**config.mk**
```make
export PLATFORM = sky130hd
export DESIGN_NAME = mem_port_arbiter_flat
export DESIGN_NICKNAME = d
export VERILOG_FILES = /design/src/rtl/mem_port_arbiter_if.sv /design/src/rtl/mem_port_arbiter.sv /design/src/flat_wrapper.sv
export SDC_FILE = /design/constraint.sdc
export NUM_CORES = 1
export LEC_CHECK = 0
export ABC_CLOCK_PERIOD_IN_PS = 4720
export CORE_UTILIZATION = 45
export CTS_CLUSTER_SIZE = 28
export DETAILED_ROUTE_END_ITERATION = 12
export PLACE_DENSITY = 0.85
export SKIP_CTS_REPAIR_TIMING = 1
export SLEW_MARGIN = 40
export SYNTH_ARGS = -nofsm -noshare
export SYNTH_HDL_FRONTEND = slang
export SYNTH_SLANG_ARGS = --single-unit
```
**constraint.sdc**
```tcl
create_clock -name clk -period 4.72 [get_ports clk]
set_input_delay 1.18 -clock clk [delete_from_list [all_inputs] [get_ports clk]]
set_output_delay 1.18 -clock clk [all_outputs]
set_load 0.01 [all_outputs]
```
**src/rtl/mem_port_arbiter_if.sv**
```systemverilog
// Bundles the fetch, load/store and memory-side signals of the shared memory port.
// The arbiter connects through the slave modport; the requesters/memory side through master.
interface mem_port_arbiter_if #(
  parameter int ADDR_W = 32,
  parameter int DATA_W = 32
);
  logic [ADDR_W-1:0]   i_rd_addr;
  logic                i_rd_enable;
  logic [DATA_W-1:0]   i_rd_data;
  logic                i_rd_ready;
  logic                i_error;

  logic [ADDR_W-1:0]   d_addr;
  logic                d_enable;
  logic                d_wr_en;
  logic [DATA_W-1:0]   d_wr_data;
  logic [DATA_W/8-1:0] d_wr_strb;
  logic [DATA_W-1:0]   d_rd_data;
  logic                d_ready;
  logic                d_error;

  logic [ADDR_W-1:0]   mem_addr;
  logic                mem_enable;
  logic                mem_wr_en;
  logic [DATA_W-1:0]   mem_wr_data;
  logic [DATA_W/8-1:0] mem_wr_strb;
  logic [DATA_W-1:0]   mem_rd_data;
  logic                mem_ready;

  modport slave (
    input  i_rd_addr, i_rd_enable,
    output i_rd_data, i_rd_ready, i_error,
    input  d_addr, d_enable, d_wr_en, d_wr_data, d_wr_strb,
    output d_rd_data, d_ready, d_error,
    output mem_addr, mem_enable, mem_wr_en, mem_wr_data, mem_wr_strb,
    input  mem_rd_data, mem_ready
  );

  modport master (
    output i_rd_addr, i_rd_enable,
    input  i_rd_data, i_rd_ready, i_error,
    output d_addr, d_enable, d_wr_en, d_wr_data, d_wr_strb,
    input  d_rd_data, d_ready, d_error,
    input  mem_addr, mem_enable, mem_wr_en, mem_wr_data, mem_wr_strb,
    output mem_rd_data, mem_ready
  );
endinterface

```
**src/rtl/mem_port_arbiter.sv**
```systemverilog
// Round-robin arbiter sharing one memory port between instruction fetch (I) and load/store (D),
// with flush draining and a per-transaction timeout.
//
// state     | meaning
// ----------|------------------------------------------------------------
// ST_IDLE   | no transaction; arbitrate the two requests every edge
// ST_BUSY_I | fetch transaction on the memory port, waiting for mem_ready
// ST_BUSY_D | load/store transaction on the memory port, waiting for mem_ready
// ST_DRAIN  | owner withdrew; keep mem_enable until memory finishes, drop response
module mem_port_arbiter #(
  parameter int ADDR_W  = 32,
  parameter int DATA_W  = 32,
  parameter int TIMEOUT = 255
) (
  input logic               clk,
  input logic               reset,
  mem_port_arbiter_if.slave bus
);

  localparam int STRB_W = DATA_W / 8;
  localparam int CNT_W  = (TIMEOUT < 2) ? 1 : $clog2(TIMEOUT + 1);
  localparam logic [CNT_W-1:0] TO_LAST = (TIMEOUT == 0) ? '0 : CNT_W'(TIMEOUT - 1);
  localparam logic GRANT_I = 1'b0;
  localparam logic GRANT_D = 1'b1;

  typedef enum logic [1:0] {
    ST_IDLE   = 2'd0,
    ST_BUSY_I = 2'd1,
    ST_BUSY_D = 2'd2,
    ST_DRAIN  = 2'd3
  } state_t;

  state_t              state_q, state_d;
  logic                owner_q, owner_d;
  logic                last_grant_q, last_grant_d;
  logic [CNT_W-1:0]    cnt_q, cnt_d;

  logic [ADDR_W-1:0]   mem_addr_q, mem_addr_d;
  logic                mem_enable_q, mem_enable_d;
  logic                mem_wr_en_q, mem_wr_en_d;
  logic [DATA_W-1:0]   mem_wr_data_q, mem_wr_data_d;
  logic [STRB_W-1:0]   mem_wr_strb_q, mem_wr_strb_d;

  logic [DATA_W-1:0]   i_rd_data_q, i_rd_data_d;
  logic                i_rd_ready_q, i_rd_ready_d;
  logic                i_error_q, i_error_d;
  logic [DATA_W-1:0]   d_rd_data_q, d_rd_data_d;
  logic                d_ready_q, d_ready_d;
  logic                d_error_q, d_error_d;

  logic                owner_en;
  logic                timeout_hit;
  logic                end_txn;
  logic                rsp_fire;
  logic                rsp_err;
  logic [DATA_W-1:0]   rsp_data;

  always_comb begin
    state_d       = state_q;
    owner_d       = owner_q;
    last_grant_d  = last_grant_q;
    cnt_d         = cnt_q;
    mem_addr_d    = mem_addr_q;
    mem_enable_d  = mem_enable_q;
    mem_wr_en_d   = mem_wr_en_q;
    mem_wr_data_d = mem_wr_data_q;
    mem_wr_strb_d = mem_wr_strb_q;
    i_rd_data_d   = i_rd_data_q;
    i_rd_ready_d  = 1'b0;
    i_error_d     = 1'b0;
    d_rd_data_d   = d_rd_data_q;
    d_ready_d     = 1'b0;
    d_error_d     = 1'b0;
    end_txn       = 1'b0;
    rsp_fire      = 1'b0;
    rsp_err       = 1'b0;
    rsp_data      = '0;
    owner_en      = (owner_q == GRANT_D) ? bus.d_enable : bus.i_rd_enable;
    timeout_hit   = (TIMEOUT != 0) && (cnt_q == TO_LAST);

    case (state_q)
      ST_IDLE: begin
        if (bus.i_rd_enable || bus.d_enable) begin
          cnt_d        = '0;
          mem_enable_d = 1'b1;
          // D wins a tie only when I was served last
          if (bus.d_enable && (!bus.i_rd_enable || last_grant_q == GRANT_I)) begin
            owner_d       = GRANT_D;
            state_d       = ST_BUSY_D;
            mem_addr_d    = bus.d_addr;
            mem_wr_en_d   = bus.d_wr_en;
            mem_wr_data_d = bus.d_wr_data;
            mem_wr_strb_d = bus.d_wr_strb;
          end else begin
            owner_d       = GRANT_I;
            state_d       = ST_BUSY_I;
            mem_addr_d    = bus.i_rd_addr;
            mem_wr_en_d   = 1'b0;
            mem_wr_data_d = '0;
            mem_wr_strb_d = '0;
          end
        end
      end
      ST_BUSY_I, ST_BUSY_D: begin
        cnt_d = cnt_q + 1'b1;
        if (bus.mem_ready) begin
          end_txn  = 1'b1;
          rsp_fire = 1'b1;
          rsp_data = mem_wr_en_q ? '0 : bus.mem_rd_data;
        end else if (timeout_hit) begin
          // a requester that has already withdrawn gets no error pulse
          end_txn  = 1'b1;
          rsp_fire = owner_en;
          rsp_err  = 1'b1;
        end else if (!owner_en) begin
          state_d = ST_DRAIN;
        end
      end
      ST_DRAIN: begin
        cnt_d = cnt_q + 1'b1;
        if (bus.mem_ready || timeout_hit) begin
          end_txn = 1'b1;
        end
      end
      default: state_d = ST_IDLE;
    endcase

    if (end_txn) begin
      state_d      = ST_IDLE;
      mem_enable_d = 1'b0;
      last_grant_d = owner_q;
    end

    if (rsp_fire) begin
      if (owner_q == GRANT_D) begin
        d_ready_d   = 1'b1;
        d_error_d   = rsp_err;
        d_rd_data_d = rsp_data;
      end else begin
        i_rd_ready_d = 1'b1;
        i_error_d    = rsp_err;
        i_rd_data_d  = rsp_data;
      end
    end
  end

  always_ff @(posedge clk or negedge reset) begin
    if (!reset) begin
      state_q       <= ST_IDLE;
      owner_q       <= GRANT_I;
      last_grant_q  <= GRANT_I;
      cnt_q         <= '0;
      mem_addr_q    <= '0;
      mem_enable_q  <= 1'b0;
      mem_wr_en_q   <= 1'b0;
      mem_wr_data_q <= '0;
      mem_wr_strb_q <= '0;
      i_rd_data_q   <= '0;
      i_rd_ready_q  <= 1'b0;
      i_error_q     <= 1'b0;
      d_rd_data_q   <= '0;
      d_ready_q     <= 1'b0;
      d_error_q     <= 1'b0;
    end else begin
      state_q       <= state_d;
      owner_q       <= owner_d;
      last_grant_q  <= last_grant_d;
      cnt_q         <= cnt_d;
      mem_addr_q    <= mem_addr_d;
      mem_enable_q  <= mem_enable_d;
      mem_wr_en_q   <= mem_wr_en_d;
      mem_wr_data_q <= mem_wr_data_d;
      mem_wr_strb_q <= mem_wr_strb_d;
      i_rd_data_q   <= i_rd_data_d;
      i_rd_ready_q  <= i_rd_ready_d;
      i_error_q     <= i_error_d;
      d_rd_data_q   <= d_rd_data_d;
      d_ready_q     <= d_ready_d;
      d_error_q     <= d_error_d;
    end
  end

  assign bus.mem_addr    = mem_addr_q;
  assign bus.mem_enable  = mem_enable_q;
  assign bus.mem_wr_en   = mem_wr_en_q;
  assign bus.mem_wr_data = mem_wr_data_q;
  assign bus.mem_wr_strb = mem_wr_strb_q;
  assign bus.i_rd_data   = i_rd_data_q;
  assign bus.i_rd_ready  = i_rd_ready_q;
  assign bus.i_error     = i_error_q;
  assign bus.d_rd_data   = d_rd_data_q;
  assign bus.d_ready     = d_ready_q;
  assign bus.d_error     = d_error_q;

endmodule

```
**src/flat_wrapper.sv**
```systemverilog
// flat-port wrapper written by rule: the top's interface ports become plain ports
module mem_port_arbiter_flat 
#(
  parameter int ADDR_W  = 32,
  parameter int DATA_W  = 32,
  parameter int TIMEOUT = 255
)
  (clk, reset, bus_i_rd_addr, bus_i_rd_enable, bus_i_rd_data, bus_i_rd_ready, bus_i_error, bus_d_addr, bus_d_enable, bus_d_wr_en, bus_d_wr_data, bus_d_wr_strb, bus_d_rd_data, bus_d_ready, bus_d_error, bus_mem_addr, bus_mem_enable, bus_mem_wr_en, bus_mem_wr_data, bus_mem_wr_strb, bus_mem_rd_data, bus_mem_ready);
  mem_port_arbiter_if #(.ADDR_W(ADDR_W), .DATA_W(DATA_W)) bus_i ();
  input logic clk;
  input logic reset;
  input wire logic [$bits(bus_i.i_rd_addr)-1:0] bus_i_rd_addr;
  input wire logic [$bits(bus_i.i_rd_enable)-1:0] bus_i_rd_enable;
  output wire logic [$bits(bus_i.i_rd_data)-1:0] bus_i_rd_data;
  output wire logic [$bits(bus_i.i_rd_ready)-1:0] bus_i_rd_ready;
  output wire logic [$bits(bus_i.i_error)-1:0] bus_i_error;
  input wire logic [$bits(bus_i.d_addr)-1:0] bus_d_addr;
  input wire logic [$bits(bus_i.d_enable)-1:0] bus_d_enable;
  input wire logic [$bits(bus_i.d_wr_en)-1:0] bus_d_wr_en;
  input wire logic [$bits(bus_i.d_wr_data)-1:0] bus_d_wr_data;
  input wire logic [$bits(bus_i.d_wr_strb)-1:0] bus_d_wr_strb;
  output wire logic [$bits(bus_i.d_rd_data)-1:0] bus_d_rd_data;
  output wire logic [$bits(bus_i.d_ready)-1:0] bus_d_ready;
  output wire logic [$bits(bus_i.d_error)-1:0] bus_d_error;
  output wire logic [$bits(bus_i.mem_addr)-1:0] bus_mem_addr;
  output wire logic [$bits(bus_i.mem_enable)-1:0] bus_mem_enable;
  output wire logic [$bits(bus_i.mem_wr_en)-1:0] bus_mem_wr_en;
  output wire logic [$bits(bus_i.mem_wr_data)-1:0] bus_mem_wr_data;
  output wire logic [$bits(bus_i.mem_wr_strb)-1:0] bus_mem_wr_strb;
  input wire logic [$bits(bus_i.mem_rd_data)-1:0] bus_mem_rd_data;
  input wire logic [$bits(bus_i.mem_ready)-1:0] bus_mem_ready;
  assign bus_i.i_rd_addr = bus_i_rd_addr;
  assign bus_i.i_rd_enable = bus_i_rd_enable;
  assign bus_i_rd_data = bus_i.i_rd_data;
  assign bus_i_rd_ready = bus_i.i_rd_ready;
  assign bus_i_error = bus_i.i_error;
  assign bus_i.d_addr = bus_d_addr;
  assign bus_i.d_enable = bus_d_enable;
  assign bus_i.d_wr_en = bus_d_wr_en;
  assign bus_i.d_wr_data = bus_d_wr_data;
  assign bus_i.d_wr_strb = bus_d_wr_strb;
  assign bus_d_rd_data = bus_i.d_rd_data;
  assign bus_d_ready = bus_i.d_ready;
  assign bus_d_error = bus_i.d_error;
  assign bus_mem_addr = bus_i.mem_addr;
  assign bus_mem_enable = bus_i.mem_enable;
  assign bus_mem_wr_en = bus_i.mem_wr_en;
  assign bus_mem_wr_data = bus_i.mem_wr_data;
  assign bus_mem_wr_strb = bus_i.mem_wr_strb;
  assign bus_i.mem_rd_data = bus_mem_rd_data;
  assign bus_i.mem_ready = bus_mem_ready;
  mem_port_arbiter #(.ADDR_W(ADDR_W), .DATA_W(DATA_W), .TIMEOUT(TIMEOUT)) u_core (.clk(clk), .reset(reset), .bus(bus_i));
endmodule
```
# Word level (Yosys, flattened, before mapping)
# Cells that the tools add are included.
classes:
  n_addsub: 1
  eq_ne: 9
  n_mux: 38
  bitwise_logic: 2
  n_reduce_logical: 16
op_table:
  columns: ["cell", "n"]
  rows:
  - ["$mux 32", 5]
  - ["$mux 1", 22]
  - ["$pmux 8 s2", 1]
  - ["$mux 2", 6]
  - ["$add 8x1->8 const B", 1]
  - ["$eq 8x8->1 const B", 1]
  - ["$mux 8", 1]
  - ["$reduce_and 2->1", 4]
  - ["$ne 3x3->1 const B", 2]
  - ["$reduce_and 5->1", 1]
  - ["$eq 2x2->1 const B", 2]
  - ["$mux 4", 1]
  - ["$pmux 2 s2", 1]
  - ["$reduce_bool 2->1", 2]
  - ["$logic_or 1x1->1", 3]
  - ["$ne 3x1->1 const B", 1]
  - ["$ne 3x2->1 const B", 1]
  - ["$reduce_bool 3->1", 1]
  - ["$reduce_or 3->1", 1]
  - ["$eq 2x1->1 const B", 1]
  - ["$logic_not 2->1", 1]
  - ["$ne 2x1->1 const B", 1]
  - ["$not 1->1", 2]
  - ["$pmux 1 s2", 1]
  - ["other kinds (3)", 3]
totals:
  regBits: 150
  in_bits: 138
  output_inout_bits: 138
  elab_cells: 81

# Longest topological paths before layout
depth:
  depth_word: 7
  mapped_depth: 8
  depth_no_buf: 6

# Worst setup path before layout
# No wires, ideal clock.
synth_timing:
  path_type: "input to register"
  startpoint: "input bus_i_rd_enable"
  endpoint: "register u_core.d_rd_data_q[10], in the netlist u_core.bus.d_rd_data[10]"
  setup_ps: 125
  arrival_time_ps: 2256
  path_slack_ps: 2339
  path_stages: 5
  n_path_buf: 1
  path_cell_list: "mux2_4 o21ai_2 nor3b_4 buf_6 mux2_2"
synth_via:
  elab_chain_len: 5
synth_lines:
  columns: ["element", "line", "text"]
  rows:
  - ["start, declared", "flat_wrapper.sv:13", "input wire logic [$bits(bus_i.i_rd_enable)-1:0] bus_i_rd_enable;"]
  - ["$mux 1", "mem_port_arbiter.sv:78", "owner_en = (owner_q == GRANT_D) ? bus.d_enable : bus.i_rd_enable;"]
  - ["$mux 1", "mem_port_arbiter.sv:110", "end else if (timeout_hit) begin"]
  - ["$mux 1", "mem_port_arbiter.sv:106", "if (bus.mem_ready) begin"]
  - ["$mux 1", "mem_port_arbiter.sv:81", "case (state_q)"]
  - ["$reduce_and 2->1 (no source line)", null, null]
  - ["end signal, assigned", "mem_port_arbiter.sv:177", "d_rd_data_q <= d_rd_data_d;"]
  - ["end, declared", "mem_port_arbiter.sv:47", "logic [DATA_W-1:0] d_rd_data_q, d_rd_data_d;"]
# Every way passes these cells.
# A chain may end at the register's enable or synchronous reset.

# Worst setup path after layout
layout_timing:
  startpoint: "input bus_d_enable"
  endpoint: "register u_core.mem_wr_data_q[12], in the netlist u_core.bus.mem_wr_data[12]"
layout_via:
  elab_chain_len: 2
  elab_cells_between_ends: 4
  cone_classes: "1 x mux; 3 x reduce/logical"
layout_lines:
  columns: ["element", "line", "text"]
  rows:
  - ["start, declared", "flat_wrapper.sv:18", "input wire logic [$bits(bus_i.d_enable)-1:0] bus_d_enable;"]
  - ["$logic_and 1x1->1 or $logic_or 1x1->1 (tied branches)", "mem_port_arbiter.sv:87, mem_port_arbiter.sv:83", null]
  - ["$mux 32 or $reduce_and 2->1 (tied branches)", null, null]
  - ["end signal, assigned", "mem_port_arbiter.sv:172", "mem_wr_data_q <= mem_wr_data_d;"]
  - ["end, declared", "mem_port_arbiter.sv:41", "logic [DATA_W-1:0] mem_wr_data_q, mem_wr_data_d;"]
# Several ways; a longest one is shown, not always the timed one.

==> impl_metrics.ini <==
[run_status]
outcome = finished clean

[floorplan]
floorplan.die.width_um = 120
die_area_um2 = 14300
die_h_um = 120
placement_rows = 42
core_um2 = 13300
io_pins = 276
floorplan.initialDensity_pct = 46.6

[setup_path]
r2r_start = u_core.cnt_q[0]
worst_setup_path_end_kind = flip-flop
category_of_the_worst_setup_path_launch_point = input pin
arrival_ps = 3270
crit_type = in2reg
internal_reg_to_reg_setup_slack_ps = 2570
r2r.worst_path.cells = 7
reg2reg_to = u_core.bus.d_rd_data[15]
crit_fanout = 38
required_ps = 5070

[logic_synthesis]
ys_seq_area_share_pct = 60.4
synth_area_um2 = 6210
postSynth.asyncResetShare_pct = 100
largest_area_contributor_in_the_netlist = sky130_fd_sc_hd__dfrtp_1
top_post_synthesis_cells_by_count = 150 x sky130_fd_sc_hd__dfrtp_1, 62 x sky130_fd_sc_hd__mux2_2, 39 x sky130_fd_sc_hd__nand2_1, 39 x sky130_fd_sc_hd__o21ai_0, 37 x sky130_fd_sc_hd__a22o_1
dominantRegCellSynth = sky130_fd_sc_hd__dfrtp_1
synth-edff-count = 0
synth.net_count = 616
synth.avg_cell_area_um2 = 13.1
synth_seq_cells = 150
synthesis.yosys.warnings = 0
synth.most_common_cell = sky130_fd_sc_hd__dfrtp_1
number_of_instances_in_the_synthesized_netlist = 474
yosysTopAreaCellShare_pct = 60.4
synth_cell_types = 41
ys_top_cells_by_area = sky130_fd_sc_hd__dfrtp_1 60%, sky130_fd_sc_hd__mux2_2 11%, sky130_fd_sc_hd__a22o_1 5.2%, sky130_fd_sc_hd__mux2i_1 5.2%, sky130_fd_sc_hd__and2_1 3.5%

[placement]
place_hpwl_mm = 12.1
placement.io_buffers = 275
gpl.final_weighted_congestion = 0.819
placed_cells = 905

[drt]
dr.first_iter.drc_count = 223
wirelength_mm = 17.0
route.vias.total = 4877
wl_per_cell_um = 18.1
drt_pass1_iterations = 4
route.detailed.drc = 0
ant_nets = 0
route.detailed.vias_per_inst = 5.20

[layout]
layout.area.seq_um2 = 3750
diodes_inserted = 0
final_cell_count_no_fill = 938
layout.nets = 891
share_of_the_core_filled_with_cells_pct = 72.9
multi_input_gate_area_um2 = 2310
layout.filler_cells = 889
areaGrowthSynthToFinish_pct = 56.7
drive_gt1_share_pct = 14.8

[timing]
tightestPinTransition_ps = 609
timing.final.crit_share_pct = 61.8
timing.slew.headroom_pct = 59.3
timing.fmax_mhz = 343
finalSetupViolCount = 0
fin_crit_ps = 2920
timing.final.hold_violations = 0
report.final.slew_viol_count = 0
rsz0062_at_grt = false
post_route_setup_tns_ps = 0
fin_skew_ps = 5.75

[global_route]
grt_antenna_before_repair = 0
wire_length_of_the_first_global_routing_pass_mm = 26.7
grt_use_total_pct = 24.7
grt_start_max_net_pins = 106
number_of_global_route_vias_before_repair = 5105
grt-ovfl-total = 0

[clocking]
clock_path_buffers = 2
clkLatencyLatePin_ps = 420
clock-sinks = 150
clock_tree.htree_level_count = 4
clk_pin_slew_worst_paths_ps = 60
cts_tree = yes
cts_buffers = 17
cts-root-buf = sky130_fd_sc_hd__clkbuf_16

[power_and_ir_drop]
vdd_ir_drop_max_mv = 0.338
power_mw = 5.88
p_leak_nw = 4.36
power.density_cell_area_nw_per_um2 = 604

[min_path]
hold_removal_path_class = reg2reg
timing.hold.worst.start = u_core.bus.mem_addr[28]
worst_hold_path.num_cells = 2
whs_endpoint = u_core.bus.mem_addr[28]

[job]
total_of_max_cap_violations = 0
## registers in the layout, indices dropped and copies added, names as in the netlist, 2 cells and up
signal and flops:
u_core.bus.mem_wr_data 32, u_core.bus.i_rd_data 32, u_core.state_q 2, u_core.bus.mem_wr_strb 4
u_core.bus.mem_addr 32, u_core.bus.d_rd_data 32, u_core.cnt_q 8
## cells by family (layout without fill, tap and decap cells)
group / Yosys count / in the layout / synth area share (%)
fa+ha+maj: 4 / 4 / 0.806
xor+xnor: 2 / 2 / 0.282
mux: 98 / 98 / 17.2
flops: 150 / 150 / 60.4
buf+inv: 32 / 320 / 2.80
compound gates: 90 / 90 / 10.1
simple gates: 98 / 98 / 8.44
## cell type report
class	instances	share of cell area, %
timing repair buffer	285	29.3
clock inverter	10	0.977
multi-input combinational	292	23.7
clock buffer	22	5.08
inverter	3	0.116
tap	176	2.26
sequential	150	38.6
## per-layer routing
layer / track usage (%) / up-vias / part of all wire (%)
met5: 0 / - / 0
met4: 11.9 / 0 / 3.8
met3: 7.03 / 44 / 7.1
met2: 42.3 / 244 / 51
met1: 28.5 / 2359 / 38
li1: - / 2230 / -
## through the flow
| step | hold slack (ps) | instance area, µm² | setup slack, ps |
|---|---|---|---|
| 3_5_place_dp | 470 | 9120 | 1400 |
| 3_3_place_gp | 463 | 9110 | 1490 |
| 6_report | 480 | 9740 | 1800 |
| 2_1_floorplan | 467 | 6210 | 2340 |
| 5_1_grt | 514 | 9740 | 1690 |
| 4_1_cts | 483 | 9710 | 1830 |
## how the worst max path moves through the flow
stage | startpoint | endpoint | slack (ps)
floorplan | bus_i_rd_enable | u_core.bus.d_rd_data[10] | 2340
global placement | bus_i_rd_enable | u_core.bus.d_rd_data[17] | 1490
detailed placement | bus_d_enable | u_core.bus.mem_wr_data[5] | 1400
CTS | bus_d_enable | u_core.bus.mem_wr_data[12] | 1830
global route | bus_d_enable | u_core.bus.mem_wr_data[19] | 1690
finish | bus_d_enable | u_core.bus.mem_wr_data[12] | 1800
## cell usage in the layout, fill, tap and decap left out, drive strengths merged, types with 4 or more instances in the layout
cell,n
dfrtp,150
clkbuf,22
buf,11
o21ai,41
nor2,5
mux2,66
inv,4
ha,4
mux2i,32
a22o,37
nand2,39
nand3,6
clkdlybuf4s50,274
and2,35
clkinv,6
## report_power, final
group	total [mW]	leakage (nW)	internal [mW]	switching (mW)
Combinational	2.48	2.10	1.39	1.09
Sequential	2.07	1.97	1.77	0.302
Clock	1.32	0.288	0.797	0.526
## worst max-delay path, stage by stage
cell                              delay (ps)
sky130_fd_sc_hd__clkdlybuf4s50_1         590
sky130_fd_sc_hd__a21boi_4                210
sky130_fd_sc_hd__buf_4                   470
sky130_fd_sc_hd__and2_1                  210
sky130_fd_sc_hd__buf_4                   350
sky130_fd_sc_hd__a22o_1                  210
Note: power is estimated with default switching activity, not from simulation.
